[src/rtl/minmcu_uart_pkg.sv]
// Shared UART definitions for the MCU serial link: receiver state encoding,
// data width and the default bit period used by both the receiver and transmitter.
package minmcu_uart_pkg;

    localparam int UART_DATA_W       = 8;
    localparam int UART_CLKS_PER_BIT = 87;   // 10 MHz / 115200 baud

    typedef enum logic [2:0] {
        IDLE,
        START,
        DATA,
        PARITY,
        STOP
    } uart_rx_state_t;

    // Even-parity bit: makes the total number of ones (data + parity) even.
    function automatic logic uart_even_parity(input logic [UART_DATA_W-1:0] data);
        return ^data;
    endfunction

endpackage

[src/rtl/uart_rx_buffered_if.sv]
// Receive-side consumer handshake of the UART receiver: head byte with valid/ready
// plus single-cycle error pulses. master = receiver, slave = consumer.
interface uart_rx_buffered_if;
    import minmcu_uart_pkg::*;

    logic [UART_DATA_W-1:0] rx_data_o;
    logic                   rx_valid_o;
    logic                   rx_ready_i;
    logic                   frame_err_o;
    logic                   overrun_o;
    logic                   parity_err_o;

    modport master (
        output rx_data_o,
        output rx_valid_o,
        input  rx_ready_i,
        output frame_err_o,
        output overrun_o,
        output parity_err_o
    );

    modport slave (
        input  rx_data_o,
        input  rx_valid_o,
        output rx_ready_i,
        input  frame_err_o,
        input  overrun_o,
        input  parity_err_o
    );

endinterface

[src/rtl/uart_rx_buffered_fifo.sv]
// Flop-based receive FIFO (module uart_rx_fifo): head is the oldest entry, no
// write-to-read bypass; a push into a full FIFO only lands when a pop frees a slot.
module uart_rx_fifo #(
    parameter int DEPTH = 4,
    parameter int WIDTH = 8
) (
    input  logic             clk,
    input  logic             rst_n,
    input  logic             push,
    input  logic [WIDTH-1:0] wdata,
    output logic             full,
    input  logic             pop,
    output logic             empty,
    output logic [WIDTH-1:0] head
);

    localparam int AW = $clog2(DEPTH);

    logic [WIDTH-1:0] mem_q [DEPTH];
    logic [AW-1:0]    wr_ptr_q;
    logic [AW-1:0]    rd_ptr_q;
    logic [AW:0]      count_q;
    logic             push_ok;
    logic             pop_ok;

    assign empty   = (count_q == '0);
    assign full    = (count_q == (AW+1)'(DEPTH));
    assign pop_ok  = pop && !empty;
    assign push_ok = push && (!full || pop_ok);
    assign head    = mem_q[rd_ptr_q];

    // Power-of-two depth lets the pointers wrap naturally.
    always_ff @(posedge clk or negedge rst_n) begin
        if (!rst_n) begin
            for (int i = 0; i < DEPTH; i++) begin
                mem_q[i] <= '0;
            end
            wr_ptr_q <= '0;
            rd_ptr_q <= '0;
            count_q  <= '0;
        end else begin
            if (push_ok) begin
                mem_q[wr_ptr_q] <= wdata;
                wr_ptr_q        <= wr_ptr_q + AW'(1);
            end
            if (pop_ok) begin
                rd_ptr_q <= rd_ptr_q + AW'(1);
            end
            case ({push_ok, pop_ok})
                2'b10:   count_q <= count_q + (AW+1)'(1);
                2'b01:   count_q <= count_q - (AW+1)'(1);
                default: count_q <= count_q;
            endcase
        end
    end

endmodule

[src/rtl/uart_rx_buffered.sv]
// UART receiver: synchronizer, mid-bit sampling FSM and receive FIFO.
// Frame is 8N1 by default; define UART_RX_PARITY_EN for 8E1 with parity checking.
//
//   state  | meaning
//   IDLE   | line idle, waiting for a falling edge
//   START  | half-bit wait, confirm start bit still low
//   DATA   | sample 8 data bits LSB first, one per bit period
//   PARITY | sample parity bit (UART_RX_PARITY_EN only)
//   STOP   | sample stop bit, then push byte or flag error
module uart_rx_buffered
    import minmcu_uart_pkg::*;
#(
    parameter int CLKS_PER_BIT = UART_CLKS_PER_BIT,
    parameter int FIFO_DEPTH   = 4
) (
    input  logic               clk,
    input  logic               rst_n,
    input  logic               rx_i,
    uart_rx_buffered_if.master bus
);

    localparam int BAUD_W = 10;
    localparam logic [BAUD_W-1:0] HALF_LOAD = BAUD_W'(CLKS_PER_BIT / 2 - 1);
    localparam logic [BAUD_W-1:0] FULL_LOAD = BAUD_W'(CLKS_PER_BIT - 1);

    logic                   sync1_q;
    logic                   rx_s;
    logic                   rx_prev;
    logic [1:0]             live_q;
    logic                   armed_q;
    logic                   start_det;

    uart_rx_state_t         state_q, state_d;
    logic [BAUD_W-1:0]      baud_q, baud_d;
    logic [2:0]             bit_q, bit_d;
    logic [UART_DATA_W-1:0] shift_q, shift_d;
    logic                   baud_tc;

    logic                   push_byte;
    logic                   pop_req;
    logic                   fifo_full;
    logic                   fifo_empty;
    logic                   frame_err_q, frame_err_d;
    logic                   overrun_q, overrun_d;
    logic                   parity_bad;

`ifdef UART_RX_PARITY_EN
    logic                   par_q, par_d;
    logic                   parity_err_q, parity_err_d;
`endif

    // live_q marks when rx_s carries a real line sample rather than its reset value;
    // starts are only armed once the line has really been seen high.
    always_ff @(posedge clk or negedge rst_n) begin
        if (!rst_n) begin
            sync1_q <= 1'b1;
            rx_s    <= 1'b1;
            rx_prev <= 1'b0;
            live_q  <= 2'b00;
            armed_q <= 1'b0;
        end else begin
            sync1_q <= rx_i;
            rx_s    <= sync1_q;
            rx_prev <= rx_s;
            live_q  <= {live_q[0], 1'b1};
            armed_q <= armed_q | (live_q[1] & rx_s);
        end
    end

    assign start_det = armed_q && rx_prev && !rx_s;
    assign baud_tc   = (baud_q == '0);

    always_ff @(posedge clk or negedge rst_n) begin
        if (!rst_n) begin
            state_q     <= IDLE;
            baud_q      <= '0;
            bit_q       <= '0;
            shift_q     <= '0;
            frame_err_q <= 1'b0;
            overrun_q   <= 1'b0;
`ifdef UART_RX_PARITY_EN
            par_q        <= 1'b0;
            parity_err_q <= 1'b0;
`endif
        end else begin
            state_q     <= state_d;
            baud_q      <= baud_d;
            bit_q       <= bit_d;
            shift_q     <= shift_d;
            frame_err_q <= frame_err_d;
            overrun_q   <= overrun_d;
`ifdef UART_RX_PARITY_EN
            par_q        <= par_d;
            parity_err_q <= parity_err_d;
`endif
        end
    end

`ifdef UART_RX_PARITY_EN
    assign parity_bad = (par_q != uart_even_parity(shift_q));
`else
    assign parity_bad = 1'b0;
`endif

    always_comb begin
        state_d     = state_q;
        baud_d      = baud_q;
        bit_d       = bit_q;
        shift_d     = shift_q;
        push_byte   = 1'b0;
        frame_err_d = 1'b0;
`ifdef UART_RX_PARITY_EN
        par_d        = par_q;
        parity_err_d = 1'b0;
`endif

        case (state_q)
            IDLE: begin
                if (start_det) begin
                    state_d = START;
                    bit_d   = '0;
                    baud_d  = HALF_LOAD;
                end
            end
            START: begin
                if (baud_tc) begin
                    baud_d  = FULL_LOAD;
                    state_d = rx_s ? IDLE : DATA;
                end else begin
                    baud_d = baud_q - BAUD_W'(1);
                end
            end
            DATA: begin
                if (baud_tc) begin
                    shift_d = {rx_s, shift_q[UART_DATA_W-1:1]};
                    baud_d  = FULL_LOAD;
                    bit_d   = bit_q + 3'd1;
                    if (bit_q == 3'd7) begin
`ifdef UART_RX_PARITY_EN
                        state_d = PARITY;
`else
                        state_d = STOP;
`endif
                    end
                end else begin
                    baud_d = baud_q - BAUD_W'(1);
                end
            end
`ifdef UART_RX_PARITY_EN
            PARITY: begin
                if (baud_tc) begin
                    par_d   = rx_s;
                    baud_d  = FULL_LOAD;
                    state_d = STOP;
                end else begin
                    baud_d = baud_q - BAUD_W'(1);
                end
            end
`endif
            STOP: begin
                // Back to IDLE at mid stop bit so a following start edge is not missed.
                if (baud_tc) begin
                    state_d = IDLE;
                    if (parity_bad) begin
`ifdef UART_RX_PARITY_EN
                        parity_err_d = 1'b1;
`endif
                    end else if (!rx_s) begin
                        frame_err_d = 1'b1;
                    end else begin
                        push_byte = 1'b1;
                    end
                end else begin
                    baud_d = baud_q - BAUD_W'(1);
                end
            end
            default: begin
                state_d = IDLE;
            end
        endcase
    end

    assign pop_req   = !fifo_empty && bus.rx_ready_i;
    assign overrun_d = push_byte && fifo_full && !pop_req;

    uart_rx_fifo #(
        .DEPTH (FIFO_DEPTH),
        .WIDTH (UART_DATA_W)
    ) u_fifo (
        .clk   (clk),
        .rst_n (rst_n),
        .push  (push_byte),
        .wdata (shift_q),
        .full  (fifo_full),
        .pop   (pop_req),
        .empty (fifo_empty),
        .head  (bus.rx_data_o)
    );

    assign bus.rx_valid_o  = !fifo_empty;
    assign bus.frame_err_o = frame_err_q;
    assign bus.overrun_o   = overrun_q;
`ifdef UART_RX_PARITY_EN
    assign bus.parity_err_o = parity_err_q;
`else
    assign bus.parity_err_o = 1'b0;
`endif

endmodule

[src/flat_wrapper.sv]
// flat-port wrapper written by rule: the top's interface ports become plain ports
module uart_rx_buffered_flat import minmcu_uart_pkg::*;
#(
    parameter int CLKS_PER_BIT = UART_CLKS_PER_BIT,
    parameter int FIFO_DEPTH   = 4
)
  (clk, rst_n, rx_i, bus_rx_data_o, bus_rx_valid_o, bus_rx_ready_i, bus_frame_err_o, bus_overrun_o, bus_parity_err_o);
  uart_rx_buffered_if bus_i ();
  input  logic clk;
  input  logic rst_n;
  input  logic rx_i;
  output wire logic [$bits(bus_i.rx_data_o)-1:0] bus_rx_data_o;
  output wire logic [$bits(bus_i.rx_valid_o)-1:0] bus_rx_valid_o;
  input wire logic [$bits(bus_i.rx_ready_i)-1:0] bus_rx_ready_i;
  output wire logic [$bits(bus_i.frame_err_o)-1:0] bus_frame_err_o;
  output wire logic [$bits(bus_i.overrun_o)-1:0] bus_overrun_o;
  output wire logic [$bits(bus_i.parity_err_o)-1:0] bus_parity_err_o;
  assign bus_rx_data_o = bus_i.rx_data_o;
  assign bus_rx_valid_o = bus_i.rx_valid_o;
  assign bus_i.rx_ready_i = bus_rx_ready_i;
  assign bus_frame_err_o = bus_i.frame_err_o;
  assign bus_overrun_o = bus_i.overrun_o;
  assign bus_parity_err_o = bus_i.parity_err_o;
  uart_rx_buffered #(.CLKS_PER_BIT(CLKS_PER_BIT), .FIFO_DEPTH(FIFO_DEPTH)) u_core (.clk(clk), .rst_n(rst_n), .rx_i(rx_i), .bus(bus_i));
endmodule
[config.mk]
export PLATFORM = sky130hd
export DESIGN_NAME = uart_rx_buffered_flat
export DESIGN_NICKNAME = d
export VERILOG_FILES = /design/src/rtl/minmcu_uart_pkg.sv /design/src/rtl/uart_rx_buffered_if.sv /design/src/rtl/uart_rx_buffered_fifo.sv /design/src/rtl/uart_rx_buffered.sv /design/src/flat_wrapper.sv
export SDC_FILE = /design/constraint.sdc
export NUM_CORES = 1
export LEC_CHECK = 0
export BUFFER_PORTS_ARGS = -buffer_cell sky130_fd_sc_hd__buf_2
export CAP_MARGIN = 20
export CORE_ASPECT_RATIO = 1.2
export CORE_MARGIN = 2
export CORE_UTILIZATION = 55
export DETAILED_ROUTE_END_ITERATION = 7
export GPL_TIMING_DRIVEN = 0
export PLACE_DENSITY = 0.73
export SYNTH_ARGS = -nofsm -noshare
export SYNTH_HDL_FRONTEND = slang
export SYNTH_SLANG_ARGS = --single-unit
[constraint.sdc]
create_clock -name clk -period 4.24 [get_ports clk]
set_input_delay 0.424 -clock clk [delete_from_list [all_inputs] [get_ports clk]]
set_output_delay 0.424 -clock clk [all_outputs]
set_load 0.1 [all_outputs]
# After elaboration in Yosys (flattened, before gate mapping)
# Index checks and enable logic that the tools add are counted.
[totals] wordCells=95 output_inout_bits=12 in_bits=4 regBits=71
[op_classes] add_sub_neg=6 mux=27 n_lt_le_gt_ge=3 n_eq_ne=13 bitwise=4 n_reduce_logical=24
[op_table] operator="bitwise mux 32 bit" count=1
[op_table] operator="2-to-1 mux 10 bit" count=3
[op_table] operator="one-hot mux 10 bit (3 select lines)" count=1
[op_table] operator="2-to-1 mux 8 bit" count=3
[op_table] operator="2-to-1 mux 3 bit" count=7
[op_table] operator="binary-select mux 8 bit (select 2 bit)" count=1
[op_table] operator="demux 8 bit (select 2 bit)" count=1
[op_table] operator="one-hot mux 3 bit (2 select lines)" count=2
[op_table] operator="one-hot mux 3 bit (4 select lines)" count=1
[op_table] operator="logical NOT 10 bit" count=1
[op_table] operator="inequality test 2 x 1 -> 1 bit, second input constant" count=5
[op_table] operator="subtractor 10 x 1 -> 10 bit, second input constant" count=1
[op_table] operator="== test 3 bit, second input constant" count=3
[op_table] operator="logical AND 1 bit" count=8
[op_table] operator="adder 3 x 1 -> 3 bit, second input constant" count=2
[op_table] operator=">= comparator 3 bit, second input constant" count=2
[op_table] operator="logical NOT 3 bit" count=2
[op_table] operator="2-to-1 mux 1 bit" count=6
[op_table] operator="inverter 2 -> 3 bit" count=2
[op_table] operator="AND reduction 3 bit" count=2
[op_table] operator="AND reduction 5 bit" count=1
[op_table] operator="adder 2 x 1 -> 2 bit, second input constant" count=2
[op_table] operator="logical NOT 1 bit" count=4
[op_table] operator="nonzero test 2 bit" count=2
[op_table] operator="14 further kinds" count=14

# Logic depth before layout (Yosys ltp)
[logic_depth] ltp_word=8 ltp_mapped=10 ltp_nobuf=9

# Hierarchy
# From an unflattened synthesis, not the netlist that was laid out.
[hier_totals] hier_cells=259 hier_area_um2=3382.0
[by_module_without_submodules] module="uart_rx_fifo" instances=1 area_per_inst_um2=1801.7 cells_per_inst=115 seq_area_each_um2=975.9
[by_module_without_submodules] module="uart_rx_buffered" instances=1 area_per_inst_um2=1580.3 cells_per_inst=144 seq_area_each_um2=803.3

# Least setup slack after synthesis
# Ideal clock, no wire load.
[synth_timing] path_kind="reg2reg" from="register u_core.u_fifo.count_q[1]" to="register u_core.u_fifo.count_q[2]" setup_ns=0.079 arrival_time_ns=2.619 stages_incl_launch_ff=8 period_less_slack_ns=2.698 n_path_buf=0 required_ns=4.161 setup_slack_ns=1.542 path_cell_list="dfrtp_1 -> or3_1 -> and2_0 -> nand2_1 -> fa_1 -> or4_1 -> nand2_1 -> xor2_1"
[synth_via] elab_chain_cells=8 word_cells_on_any_way=14 cone_classes="add/sub: 2; eq/ne: 3; mux: 1; reduce/logical: 8"
[synth_lines] element="from (decl)" line="uart_rx_buffered_fifo.sv:22" source="logic [AW:0] count_q;"
[synth_lines] element="from (signal assigned)" line="uart_rx_buffered_fifo.sv:50" source="2'b10: count_q <= count_q + (AW+1)'(1);"
[synth_lines] element="from (signal assigned)" line="uart_rx_buffered_fifo.sv:51" source="2'b01: count_q <= count_q - (AW+1)'(1);"
[synth_lines] element="from (signal assigned)" line="uart_rx_buffered_fifo.sv:52" source="default: count_q <= count_q;"
[synth_lines] element="logical NOT 3 bit *" line="uart_rx_buffered_fifo.sv:26" source="assign empty = (count_q == '0);"
[synth_lines] element="logical NOT 1 bit *"
[synth_lines] element="named net bus_rx_valid_o" line="flat_wrapper.sv:13" source="output wire logic [$bits(bus_i.rx_valid_o)-1:0] bus_rx_valid_o;"
[synth_lines] element="logical AND 1 bit" line="uart_rx_buffered.sv:183" source="assign pop_req = !fifo_empty && bus.rx_ready_i;"
[synth_lines] element="logical AND 1 bit *" line="uart_rx_buffered_fifo.sv:28" source="assign pop_ok = pop && !empty;"
[synth_lines] element="logical OR 1 bit" line="uart_rx_buffered_fifo.sv:29" source="assign push_ok = push && (!full || pop_ok);"
[synth_lines] element="logical AND 1 bit" line="uart_rx_buffered_fifo.sv:29"
[synth_lines] element="== test 2 x 1 -> 1 bit / == test 2 bit (equally long branches)" line="uart_rx_buffered_fifo.sv:49" source="case ({push_ok, pop_ok})"
[synth_lines] element="one-hot mux 3 bit (2 select lines) / nonzero test 2 bit (equally long branches)"
# Mark *: on every way through the listed nets, which the timed path passes. The rest lies on a longest branch.
# A chain may end at the register's enable or synchronous reset.

# Worst setup path in the final report
[layout_timing] from="register u_core.baud_q[0]" to="register u_core.baud_q[4]"
[layout_via] elab_chain_cells=3 word_cells_on_any_way=7 cone_classes="add/sub: 1; eq/ne: 1; mux: 3; reduce/logical: 2"
[layout_lines] element="from (decl)" line="uart_rx_buffered.sv:34" source="logic [BAUD_W-1:0] baud_q, baud_d;"
[layout_lines] element="from (signal assigned)" line="uart_rx_buffered.sv:87" source="baud_q <= baud_d;"
[layout_lines] element="subtractor 10 x 1 -> 10 bit / logical NOT 10 bit (equally long branches)"
[layout_lines] element="2-to-1 mux 10 bit, or another cell as far along" line="uart_rx_buffered.sv:162" source="if (baud_tc) begin"
[layout_lines] element="one-hot mux 10 bit (3 select lines) / AND reduction 3 bit (equally long branches)"
# Parallel ways exist; a longest one is shown, timed or not. The select of a mux whose other input is x is not followed.

==> flow_summary.ini <==
[run_status]
status = finished clean

[logic_synthesis]
ys.flop_type = dfrtp_1
syn_area_um2 = 3380
yosys_register_bits = 71
synthAdderAreaFrac_pct = 3.19
yosysSeqAreaShare_pct = 52.7
yosys.area.top_type = dfrtp_1
yosys.area_share.simple_pct = 13.4
synth_compound_area_share_pct = 6.41
synthTopCellsByCount = dfrtp_1 (69), mux2_2 (42), nand2_1 (17)
ys_types = 52
synth_top_family_by_area = multiplexers
synth-edff-count = 0
yosysWarningCount = 0
synth_area_per_cell_um2 = 12.6
yosysMostFrequentCell = dfrtp_1
syn_inst = 269
synth_area_leaders = dfrtp_1 (51%), mux2_2 (14%), mux4_2 (5.3%), ha_1 (2.6%), nand2_1 (1.9%)
async_reset_ff_share_pct = 100
synth_top_area_share_pct = 51.1
muxShareOfSynthArea_pct = 19.9
synthXorXnorAreaFrac_pct = 2.07
synth_nets = 281

[timing]
fin_crit_ns = 2.65
drv_slew = 0
relSlewSlack_pct = 38.4
fmax_ghz = 0.377
worstMarginPinSlew_ns = 0.912
finalSetupViolCount = 0
finalCritPeriodShare_pct = 62.5
finalSetupTns_ns = 0
hold_viol_final = 0
finClkSkew_ns = 0.00895
rsz0062_at_grt = false

[power_and_ir_drop]
vdd_drop_max_mv = 0.292
pwr-share-clk_pct = 32.0
intPower_w = 0.00134
seqPwrFrac_pct = 42.0
swShare_pct = 31.9
power.leakage_nw = 1.82
comb_power_share_pct = 26.0
powerDensity_nw_per_um2 = 520
p_sw_w = 0.000630

[routing]
routedWlPerCell_um = 15.5
dr.pass1.iters = 6
ant_nets = 0
vias = 2157
drc = 0
routed_wl_mm = 5.90
viasPerCell = 5.66
drt-initial-drc-count = 109

[global_routing]
overflow = 0
grt_start_max_net_pins = 72
grt_use_total_pct = 19.3
antenna_found_initial = 0
grt_pass1_wl_mm = 9.81
first_global_vias = 2167

[critical_path]
cp.required_ns = 4.48
path_class = flip-flop to flip-flop
cp_max_fo = 10
crit_arrival_ns = 2.89
end_kind = flip-flop
crit_path_start_kind = flip-flop

[floorplanning]
core_area_um2 = 5970
dieHeight_um = 89.8
initial_utilization_pct = 56.5
die_x_um = 75.5
num_rows = 31
die-area_um2 = 6790
io_pins = 16

[final_layout]
multi_input_area_um2 = 1530
area_growth_pct = 12.3
final_nets = 306
fillCellCount = 490
drive_gt1_share_pct = 32.1
register_area_um2 = 1780
diodes = 0
stdcell_area_um2 = 3790

[clocking]
ctsHoldBuffers = 0
cts_max_level = 3
clockBufferDepth = 2
cts_tree = yes
post_cts_buffers = 0
cts_root_buffer = clkbuf_8
clk_latency_ns = 0.35
cts_buffers = 9
path_clk_slew_ns = 0.07
clock-sinks = 71
cts_resized = 0

[run]
drv_cap = 0

[hold_path]
hp-class = input port to flip-flop

[placement]
globalplace.congestion = 0.858
dpl.hpwl_mm = 3.92
port_buffers = 14
dpl-instance-area_um2 = 3550
cells in the final DEF (no fill, tap or decap), drive strengths merged, types with 3 or more instances in the layout:
master  synthesis  layout
a21oi           9       9
a31oi           4       4
buf             3      17
clkbuf          6      18
dfrtp          69      69
ha              7       7
inv             8       8
mux2           42      42
mux4            8       8
nand2          21      21
nand3          10      10
nand3b          3       3
nor2           12      12
nor2b           4       4
nor3            5       5
o21ai          10      10
or3             5       5
xnor2           5       5
xor2            3       3
sequential cells by signal (all words and copies together) (netlist names), 2 cells and up:
register / count
u_core.shift_q: 8
u_core.u_fifo.count_q: 3
u_core.baud_q: 10
u_core.u_fifo.wr_ptr_q: 2
u_core.u_fifo.mem_q: 32
u_core.u_fifo.rd_ptr_q: 2
u_core.state_q: 3
u_core.bit_q: 3
u_core.live_q: 2
final timing paths:
| check | slack [ns] | cells past startpoint | startpoint | end |
|---|---|---|---|---|
| worst max-delay path | 1.59 | 8 | u_core.baud_q[0] | u_core.baud_q[4] |
| worst min-delay path | 0.17 | 1 | rx_i | u_core.sync1_q |
| worst max register to register | 1.59 | 8 | u_core.baud_q[0] | u_core.baud_q[4] |
| worst min register to register | 0.35 | 0 | u_core.live_q[0] | u_core.live_q[1] |
| max in group asynchronous | 3.47 | 1 | rst_n | u_core.u_fifo.mem_q[23] |
| min in group asynchronous | 0.19 | 1 | rst_n | u_core.u_fifo.count_q[0] |
critical path, cell delays in order (launching register included):
cell and delay [ns]:
dfrtp_1 0.38, inv_1 0.08, ha_1 0.20, or3b_2 0.51, o31ai_1 0.41, and3_1 0.22
clkbuf_1 0.32, nor3_1 0.15, a22o_1 0.28
final cells by class:
class,instances,area share [%]
Sequential cell,71,46.9
Multi-Input combinational cell,181,40.3
Clock buffer,12,4.35
Tap cell,82,2.70
Clock inverter,4,2.01
Timing Repair Buffer,14,1.91
Buffer,9,1.02
Inverter,8,0.792
kinds of logic after synthesis:
logic type / after synthesis
muxes: 52
DFF: 71
other: 2
buffers and inverters: 17
xor gates and xnor gates: 8
and+or+nand+nor: 76
AOI/OAI and AO/OA: 35
adders and majority gates: 8
per-layer routing:
metal / global-route usage, % / vias to the layer above / part of all wire [%]
met2: 30.2 / 30 / 52
met4: 9.80 / 0 / 2.1
met5: 0 / - / 0
met1: 24.0 / 1100 / 44
li1: - / 1017 / -
met3: 5.04 / 10 / 2.5
power groups by stage:
stage | sequential (W) | combinational [W] | clock (W)
6_report | 0.000829 | 0.000514 | 0.000631
5_1_grt | 0.000841 | 0.000576 | 0.000678
4_1_cts | 0.000826 | 0.000517 | 0.000647
3_5_place_dp | 0.000837 | 0.000518 | 0
3_3_place_gp | 0.000835 | 0.000504 | 0
2_1_floorplan | 0.000821 | 0.000412 | 0
stage by stage:
stage                     instances  total power (W)  setup WS, ns  hold slack (ns)  util [%]
after floorplan                 269          0.00123          1.54            0.128         -
after global placement          365          0.00134          1.69            0.333      59.4
after detailed placement        365          0.00135          1.62            0.342      59.5
after CTS                       381          0.00199          1.54            0.159      63.5
after global routing            381          0.00210          1.41            0.151      63.5
final                           381          0.00197          1.59            0.172      63.5
No activity file was read; power rests on OpenSTA's default activity.
